--- config.mk ---
export PLATFORM = sky130hd
export DESIGN_NAME = sipo_deserializer_flat
export DESIGN_NICKNAME = d
export VERILOG_FILES = /design/src/rtl/sipo_pkg.sv /design/src/rtl/sipo_if.sv /design/src/rtl/sipo_bit_counter.sv /design/src/rtl/sipo_deserializer.sv /design/src/flat_wrapper.sv
export SDC_FILE = /design/constraint.sdc
export NUM_CORES = 1
export LEC_CHECK = 0
export ABC_AREA = 1
export CAP_MARGIN = 40
export CORE_UTILIZATION = 41
export CTS_CLUSTER_DIAMETER = 50
export DETAILED_ROUTE_END_ITERATION = 8
export GPL_TIMING_DRIVEN = 1
export MAX_ROUTING_LAYER = met4
export PLACE_DENSITY_LB_ADDON = 0.12
export SYNTH_ARGS = -nofsm -noshare
export SYNTH_HDL_FRONTEND = slang
export SYNTH_HIERARCHICAL = 1
export SYNTH_SLANG_ARGS = --single-unit
--- constraint.sdc ---
create_clock -name clk -period 0.9 [get_ports clk]
set_input_delay 0.09 -clock clk [delete_from_list [all_inputs] [get_ports clk]]
set_output_delay 0.09 -clock clk [all_outputs]
set_load 0.005 [all_outputs]
--- src/rtl/sipo_pkg.sv ---
// Shared types and constants for the serial-to-parallel receiver.
// Holds the receive FSM state encoding and the bit-order selector values.
package sipo_pkg;

    typedef enum logic {
        IDLE  = 1'b0,
        SHIFT = 1'b1
    } rx_state_t;

    localparam bit LSB_ORDER = 1'b0;
    localparam bit MSB_ORDER = 1'b1;

    function automatic int cnt_width(input int width);
        return (width > 1) ? $clog2(width) : 1;
    endfunction

endpackage

--- src/rtl/sipo_if.sv ---
// Serial input side and parallel valid/ready output side of the receiver.
// The receiver takes the slave view; the stream source/consumer takes the master view.
interface sipo_if #(
    parameter int WIDTH = 4
);
    import sipo_pkg::*;

    localparam int CW = cnt_width(WIDTH);

    logic             serial;
    logic             serial_valid;
    logic             align;
    logic [WIDTH-1:0] parallel_out;
    logic             parallel_valid;
    logic             parallel_ready;
    logic             overrun;
    logic [CW-1:0]    bit_cnt;

    modport slave (
        input  serial,
        input  serial_valid,
        input  align,
        input  parallel_ready,
        output parallel_out,
        output parallel_valid,
        output overrun,
        output bit_cnt
    );

    modport master (
        output serial,
        output serial_valid,
        output align,
        output parallel_ready,
        input  parallel_out,
        input  parallel_valid,
        input  overrun,
        input  bit_cnt
    );

endinterface

--- src/rtl/sipo_bit_counter.sv ---
// Modulo-WIDTH bit counter: align restarts the frame, serial_valid advances it,
// tc flags the bit that completes a word (suppressed when align is present).
module sipo_bit_counter
    import sipo_pkg::*;
#(
    parameter int WIDTH = 4,
    parameter int CW    = cnt_width(WIDTH)
) (
    input  logic          clk,
    input  logic          rst,
    input  logic          clear,
    input  logic          en,
    output logic [CW-1:0] cnt,
    output logic          tc
);

    localparam logic [CW-1:0] LAST = CW'(WIDTH - 1);

    assign tc = en && !clear && (cnt == LAST);

    // A bit arriving with align is the first bit of the new frame.
    always_ff @(posedge clk) begin
        if (!rst) begin
            cnt <= '0;
        end else if (clear) begin
            cnt <= en ? CW'(1) : '0;
        end else if (en) begin
            cnt <= tc ? '0 : cnt + CW'(1);
        end
    end

endmodule

--- src/rtl/sipo_deserializer.sv ---
// Reassembles the 1-bit piso stream into WIDTH-bit words and offers each word
// on a valid/ready handshake one cycle after its last bit, with sticky overrun.
module sipo_deserializer
    import sipo_pkg::*;
#(
    parameter int WIDTH     = 4,
    parameter bit MSB_FIRST = MSB_ORDER
) (
    input  logic  clk,
    input  logic  rst,
    sipo_if.slave bus
);

    localparam int CW = cnt_width(WIDTH);

    rx_state_t        state;
    logic [WIDTH-1:0] shreg;
    logic [WIDTH-1:0] shreg_base;
    logic [WIDTH-1:0] shreg_next;
    logic [CW-1:0]    cnt;
    logic             tc;
    logic             done_q;
    logic [WIDTH-1:0] pout;
    logic             pvalid;
    logic             ovr;

    sipo_bit_counter #(
        .WIDTH (WIDTH)
    ) u_cnt (
        .clk   (clk),
        .rst   (rst),
        .clear (bus.align),
        .en    (bus.serial_valid),
        .cnt   (cnt),
        .tc    (tc)
    );

    // A new frame starts from a clean register so no stale bits leak into it.
    always_comb begin
        shreg_base = (bus.align || state == IDLE) ? '0 : shreg;
        shreg_next = shreg_base;
        if (MSB_FIRST == MSB_ORDER) begin
            shreg_next = {shreg_base[WIDTH-2:0], bus.serial};
        end else begin
            shreg_next = {bus.serial, shreg_base[WIDTH-1:1]};
        end
    end

    always_ff @(posedge clk) begin
        if (!rst) begin
            state  <= IDLE;
            shreg  <= '0;
            done_q <= 1'b0;
        end else begin
            done_q <= tc;
            if (bus.align) begin
                state <= bus.serial_valid ? SHIFT : IDLE;
                shreg <= bus.serial_valid ? shreg_next : '0;
            end else if (bus.serial_valid) begin
                state <= tc ? IDLE : SHIFT;
                shreg <= shreg_next;
            end
        end
    end

    // shreg still holds the finished word here even if the next frame's first bit lands now.
    always_ff @(posedge clk) begin
        if (!rst) begin
            pout   <= '0;
            pvalid <= 1'b0;
            ovr    <= 1'b0;
        end else if (done_q) begin
            if (!pvalid || bus.parallel_ready) begin
                pout   <= shreg;
                pvalid <= 1'b1;
            end else begin
                ovr <= 1'b1;
            end
        end else if (pvalid && bus.parallel_ready) begin
            pvalid <= 1'b0;
        end
    end

    assign bus.parallel_out   = pout;
    assign bus.parallel_valid = pvalid;
    assign bus.overrun        = ovr;
    assign bus.bit_cnt        = cnt;

endmodule

--- src/flat_wrapper.sv ---
// flat-port wrapper written by rule: the top's interface ports become plain ports
module sipo_deserializer_flat import sipo_pkg::*;
#(
    parameter int WIDTH     = 4,
    parameter bit MSB_FIRST = MSB_ORDER
)
  (clk, rst, bus_serial, bus_serial_valid, bus_align, bus_parallel_ready, bus_parallel_out, bus_parallel_valid, bus_overrun, bus_bit_cnt);
  sipo_if #(.WIDTH(WIDTH)) bus_i ();
  input  logic clk;
  input  logic rst;
  input wire logic [$bits(bus_i.serial)-1:0] bus_serial;
  input wire logic [$bits(bus_i.serial_valid)-1:0] bus_serial_valid;
  input wire logic [$bits(bus_i.align)-1:0] bus_align;
  input wire logic [$bits(bus_i.parallel_ready)-1:0] bus_parallel_ready;
  output wire logic [$bits(bus_i.parallel_out)-1:0] bus_parallel_out;
  output wire logic [$bits(bus_i.parallel_valid)-1:0] bus_parallel_valid;
  output wire logic [$bits(bus_i.overrun)-1:0] bus_overrun;
  output wire logic [$bits(bus_i.bit_cnt)-1:0] bus_bit_cnt;
  assign bus_i.serial = bus_serial;
  assign bus_i.serial_valid = bus_serial_valid;
  assign bus_i.align = bus_align;
  assign bus_i.parallel_ready = bus_parallel_ready;
  assign bus_parallel_out = bus_i.parallel_out;
  assign bus_parallel_valid = bus_i.parallel_valid;
  assign bus_overrun = bus_i.overrun;
  assign bus_bit_cnt = bus_i.bit_cnt;
  sipo_deserializer #(.WIDTH(WIDTH), .MSB_FIRST(MSB_FIRST)) u_core (.clk(clk), .rst(rst), .bus(bus_i));
endmodule
[After elaboration in Yosys (flattened, before gate mapping)]
Index checks and enable logic that the tools add are counted.
Storage, ports and cells
  register bits after elaboration: 14
  bits of input ports: 6
  output and inout bits: 8
  logic and storage cells: 39
Operators by class
  add/subtract/negate cells: 1
  eq/ne operators: 2
  muxes and demuxes: 15
  bitwise operators: 2
  reductions and logical operators: 12
Operator list (count)
  4-bit 2-to-1 mux: 3
  1-bit 2-to-1 mux: 8
  2-bit 2-to-1 mux: 3
  2-bit AND reduction: 3
  2-bit nonzero test: 2
  1-bit logical AND: 3
  3-bit 2-to-1 mux: 1
  2-bit by 1-bit adder with 2-bit output, second input constant: 1
  2-bit equality test, second input constant: 1
  1-bit zero test: 2
  1-bit logical OR: 2
  2-bit != test, second input constant: 1
  1-bit inverter: 2

[Depth between registers and ports, before layout]
  depth in word-level cells: 6
  gate-level depth with buffers: 6

[Cells and area by module]
The synthesis kept the hierarchy.
Modules (own cells, without submodules)
  sipo_deserializer: times used 1, cells each 61, area each 462.9 sq um
  sipo_bit_counter: times used 1, cells each 17, area each 113.9 sq um

[Worst setup path after synthesis]
OpenSTA, ideal clock, no wires.
  path kind: register -> register
  start: register u_core.u_cnt.cnt[0]
  end: register u_core.state
  library setup time: 0.121 ns
  data arrival time: 0.801 ns
  required time: 0.779 ns
  slack: -0.022 ns
  stages on the path, launching flop included: 7
  period minus slack after synthesis: 0.922 ns
  path through: dfxtp_1 ha_1 nand3_1 inv_1 nand2_1 nand2_1 a21oi_1
Between the ends
  longest elaborated chain between the ends: 5
RTL lines
  start: declaration: RTL line sipo_bit_counter.sv:13  | output logic [CW-1:0] cnt,
  start signal: assignment: RTL line sipo_bit_counter.sv:26  | cnt <= en ? CW'(1) : '0;
  start signal: assignment: RTL line sipo_bit_counter.sv:28  | cnt <= tc ? '0 : cnt + CW'(1);
  2-bit equality test: RTL line sipo_bit_counter.sv:19  | assign tc = en && !clear && (cnt == LAST);
  1-bit logical AND: RTL line sipo_bit_counter.sv:19
  via u_core.tc: RTL line sipo_deserializer.sv:21  | logic tc;
  1-bit 2-to-1 mux: RTL line sipo_deserializer.sv:60  | state <= tc ? IDLE : SHIFT;
  1-bit 2-to-1 mux: RTL line sipo_deserializer.sv:59  | end else if (bus.serial_valid) begin
  1-bit 2-to-1 mux: RTL line sipo_deserializer.sv:56  | if (bus.align) begin
  end signal: assignment: RTL line sipo_deserializer.sv:57  | state <= bus.serial_valid ? SHIFT : IDLE;
  end signal: assignment: RTL line sipo_deserializer.sv:60
  end: declaration: RTL line sipo_deserializer.sv:16  | rx_state_t state;
The timed path passes the listed nets, and every way through them passes these cells. The select of a mux whose other input is x is not followed.
A chain may end at the register's enable or synchronous reset.

[Final worst setup path]
Same ends and word-level chain as after synthesis.

==> results.tsv <==
metric	value	unit
status	complete, but fails checks	
violated checks	negative setup slack	
pre-CTS WS	-197	ps
Synth Register Bits	14	
leading area contributor after synthesis	dfxtp_1	
H-tree Lvls	1	
Setup crit start kind	register	
drt first pass iters	4	
clock sinks	14	
library cells used by synthesis	13	
Antenna Cells	0	
hold slack	283	ps
WL per Instance	9.85	µm
area of all placed cells without fillers	853	µm²
Post-Route WL	1170	µm
most common cell after layout, fill and taps aside	nand2_1	
worst setup margin	-72.8	ps
post-synth top area share	48.6	%
Final #Nets	112	
critical path's most frequent cell	nand2_1	
Design Power	1.22	mW
Bufs and invs on worst path	2	
Max-slew headroom	83.6	%
top post-synthesis cells by area	dfxtp_1 49%, nand2_1 12%, a21oi_1 9.5%	
Yosys Warn Count	6	
total core area	1300	µm²
Final setup viols	4	
share of layout cells above drive strength 1	37.5	%
initial antenna violation count	0	
Final GP Congestion	0.750	
initial DRC count	16	
# hold bufs at CTS	0	
Reg-to-Reg End	u_core/state	
worst hold-check path type	in2reg	
clock slew at reported path FFs	90	ps
worst-case clock skew	7.48	ps
Leakage	0.390	nW
synthesized area per cell	7.39	µm²
pwr/cell area	1430	nW/µm²
Initial Utilization	44.3	%
Area Growth Syn to Fin	47.9	%
MaxCap Viol Count	0	
CTS max path bufs	2	
R2R setup slack	-70	ps
Via Count	571	
Least-Margin Pin Slew	245	ps
most frequent cells in the layout	18 x nand2_1, 11 x inv_1, 11 x a21oi_1, 9 x dfxtp_2, 8 x buf_4	
Max Freq	1030	MHz
worst r2r path cells	7	
worst skew pair latency	280	ps
TritonCTS clock tree	done	
CP delay by family, top	flip-flops	
gr usage total	19.1	%
RSZ-0062 raised after global routing	yes	
# port buffers	13	
fin. max-slew vios	0	
clock root buffer	clkbuf_4	
worst-path fanout max	2	
register area share after synthesis	48.6	%
# IOs	14	
Post-DRT Antenna Nets	0	
# DRC	0	
Mapped Area	577	µm²
Tcrit/Tclk final	108	%
CP Capture Type	register	
# placed instances	113	
VDD IR max	1020	µV
Die W	39.5	µm
Worst EP arrival	1180	ps
Setup CP Type	reg2reg	
Overflow after GRT	0	
worst path cell trace	buf_6 -> ha_4 -> nand3_2 -> inv_2 -> nand2_1 -> nand2_1 -> a21oi_1	
worst r2r src	u_core/u_cnt/cnt[0]	
slowest stage delay, CP	330	ps
vias in the first global route	458	
post-layout min period	973	ps
slowest CP cell	dfxtp_2	
syn_nets	85	
Die Area	1560	µm²
row count	13	
Area after DPL	782	µm²
y dimension of the die	39.5	µm
pin count of the biggest net entering global routing	11	
global-route wire length before repair	1840	µm
Worst Hold End	u_core/done_q	
hold_sp	bus_serial_valid	
hold path cells	6	
Final Non-Filler Cells	119	
vias per cell	4.80	
DP Wirelength	796	µm
Req. time, crit path	1110	ps
Syn Inst Count	78	
Hold Fails Final Rpt	0	
TritonCTS buffer count	3	
==> worst reg2reg max path, delay by kind of cell (launching register included) <==
kind            cells  cell delay, ps
flops               1             330
simple gates        3             170
buf+inv             2             150
fa+ha+maj           1             140
compound gates      1             100
==> metrics by stage <==
stage	setup TNS, ps	util, %
6_report	-188	65.6
5_1_grt	-332	65.6
4_1_cts	-267	64.4
3_5_place_dp	-2380	60.1
3_3_place_gp	-2440	60.1
2_1_floorplan	0	-
==> sequential cells by signal (all words and copies together) (netlist names) <==
| signal | flops |
|---|---|
| u_core/shreg | 4 |
| u_core/state | 1 |
| u_core/bus.parallel_valid | 1 |
| u_core/bus.overrun | 1 |
| u_core/done_q | 1 |
| u_core/bus.parallel_out | 4 |
| u_core/u_cnt/cnt | 2 |
==> worst max path at each step <==
stage               cells after the start                 from  slack (ps)              end
detailed placement                      5     bus_serial_valid        -200  u_core/shreg[3]
global placement                        3                  rst        -220  u_core/shreg[1]
global route                            7  u_core/u_cnt/cnt[0]        -110     u_core/state
CTS                                     7  u_core/u_cnt/cnt[0]         -80     u_core/state
floorplan                               6  u_core/u_cnt/cnt[1]           3     u_core/state
finish                                  7  u_core/u_cnt/cnt[0]         -70     u_core/state
==> report_power, final <==
part           total, mW  leakage [nW]  switching [mW]  internal (mW)
logic              0.133         0.251          0.0624         0.0709
clock network      0.447        0.0210           0.201          0.246
registers          0.642         0.118          0.0109          0.631
==> kinds of logic (layout without fill, tap and decap cells) <==
logic type | Yosys count | count (layout) | synth area share (%)
buffers and inverters | 14 | 40 | 9.33
AND/OR/NAND/NOR | 38 | 38 | 30.4
AO/OA/AOI/OAI | 11 | 11 | 9.54
flip-flops | 14 | 14 | 48.6
adder cells (fa/ha/maj) | 1 | 1 | 2.17
==> Yosys cell counts <==
cell / n
a21oi_1: 11
nor3_2: 1
nand4_1: 3
dfxtp_1: 14
nor2_4: 1
inv_1: 12
nand2_2: 1
ha_1: 1
nor2_1: 7
nand2_1: 18
buf_2: 1
nand3_1: 7
inv_2: 1
==> what timing repair did <==
action                                  CTS  global route
resized for setup                        40             8
cloned                                    0             0
endpoints found under the setup margin   11            14
buffers inserted                          2             0
pin swaps                                 3             1
==> metal layers <==
layer  wire, µm  global-route usage [%]  up-vias
met5          0                       -        -
met4         13                    12.9        0
met3         69                    8.52        2
met2        544                    26.6       17
met1        544                    21.5      253
li1           -                       -      299
==> final cells by class <==
| type | count | area, µm² |
|---|---|---|
| clock buffer | 4 | 36.3 |
| multi-input combinational | 50 | 277 |
| inverter | 13 | 48.8 |
| timing repair buffer | 23 | 181 |
| sequential | 14 | 292 |
| fill | 123 | 448 |
| tap | 15 | 18.8 |
Power figures use the tool's default switching activity.
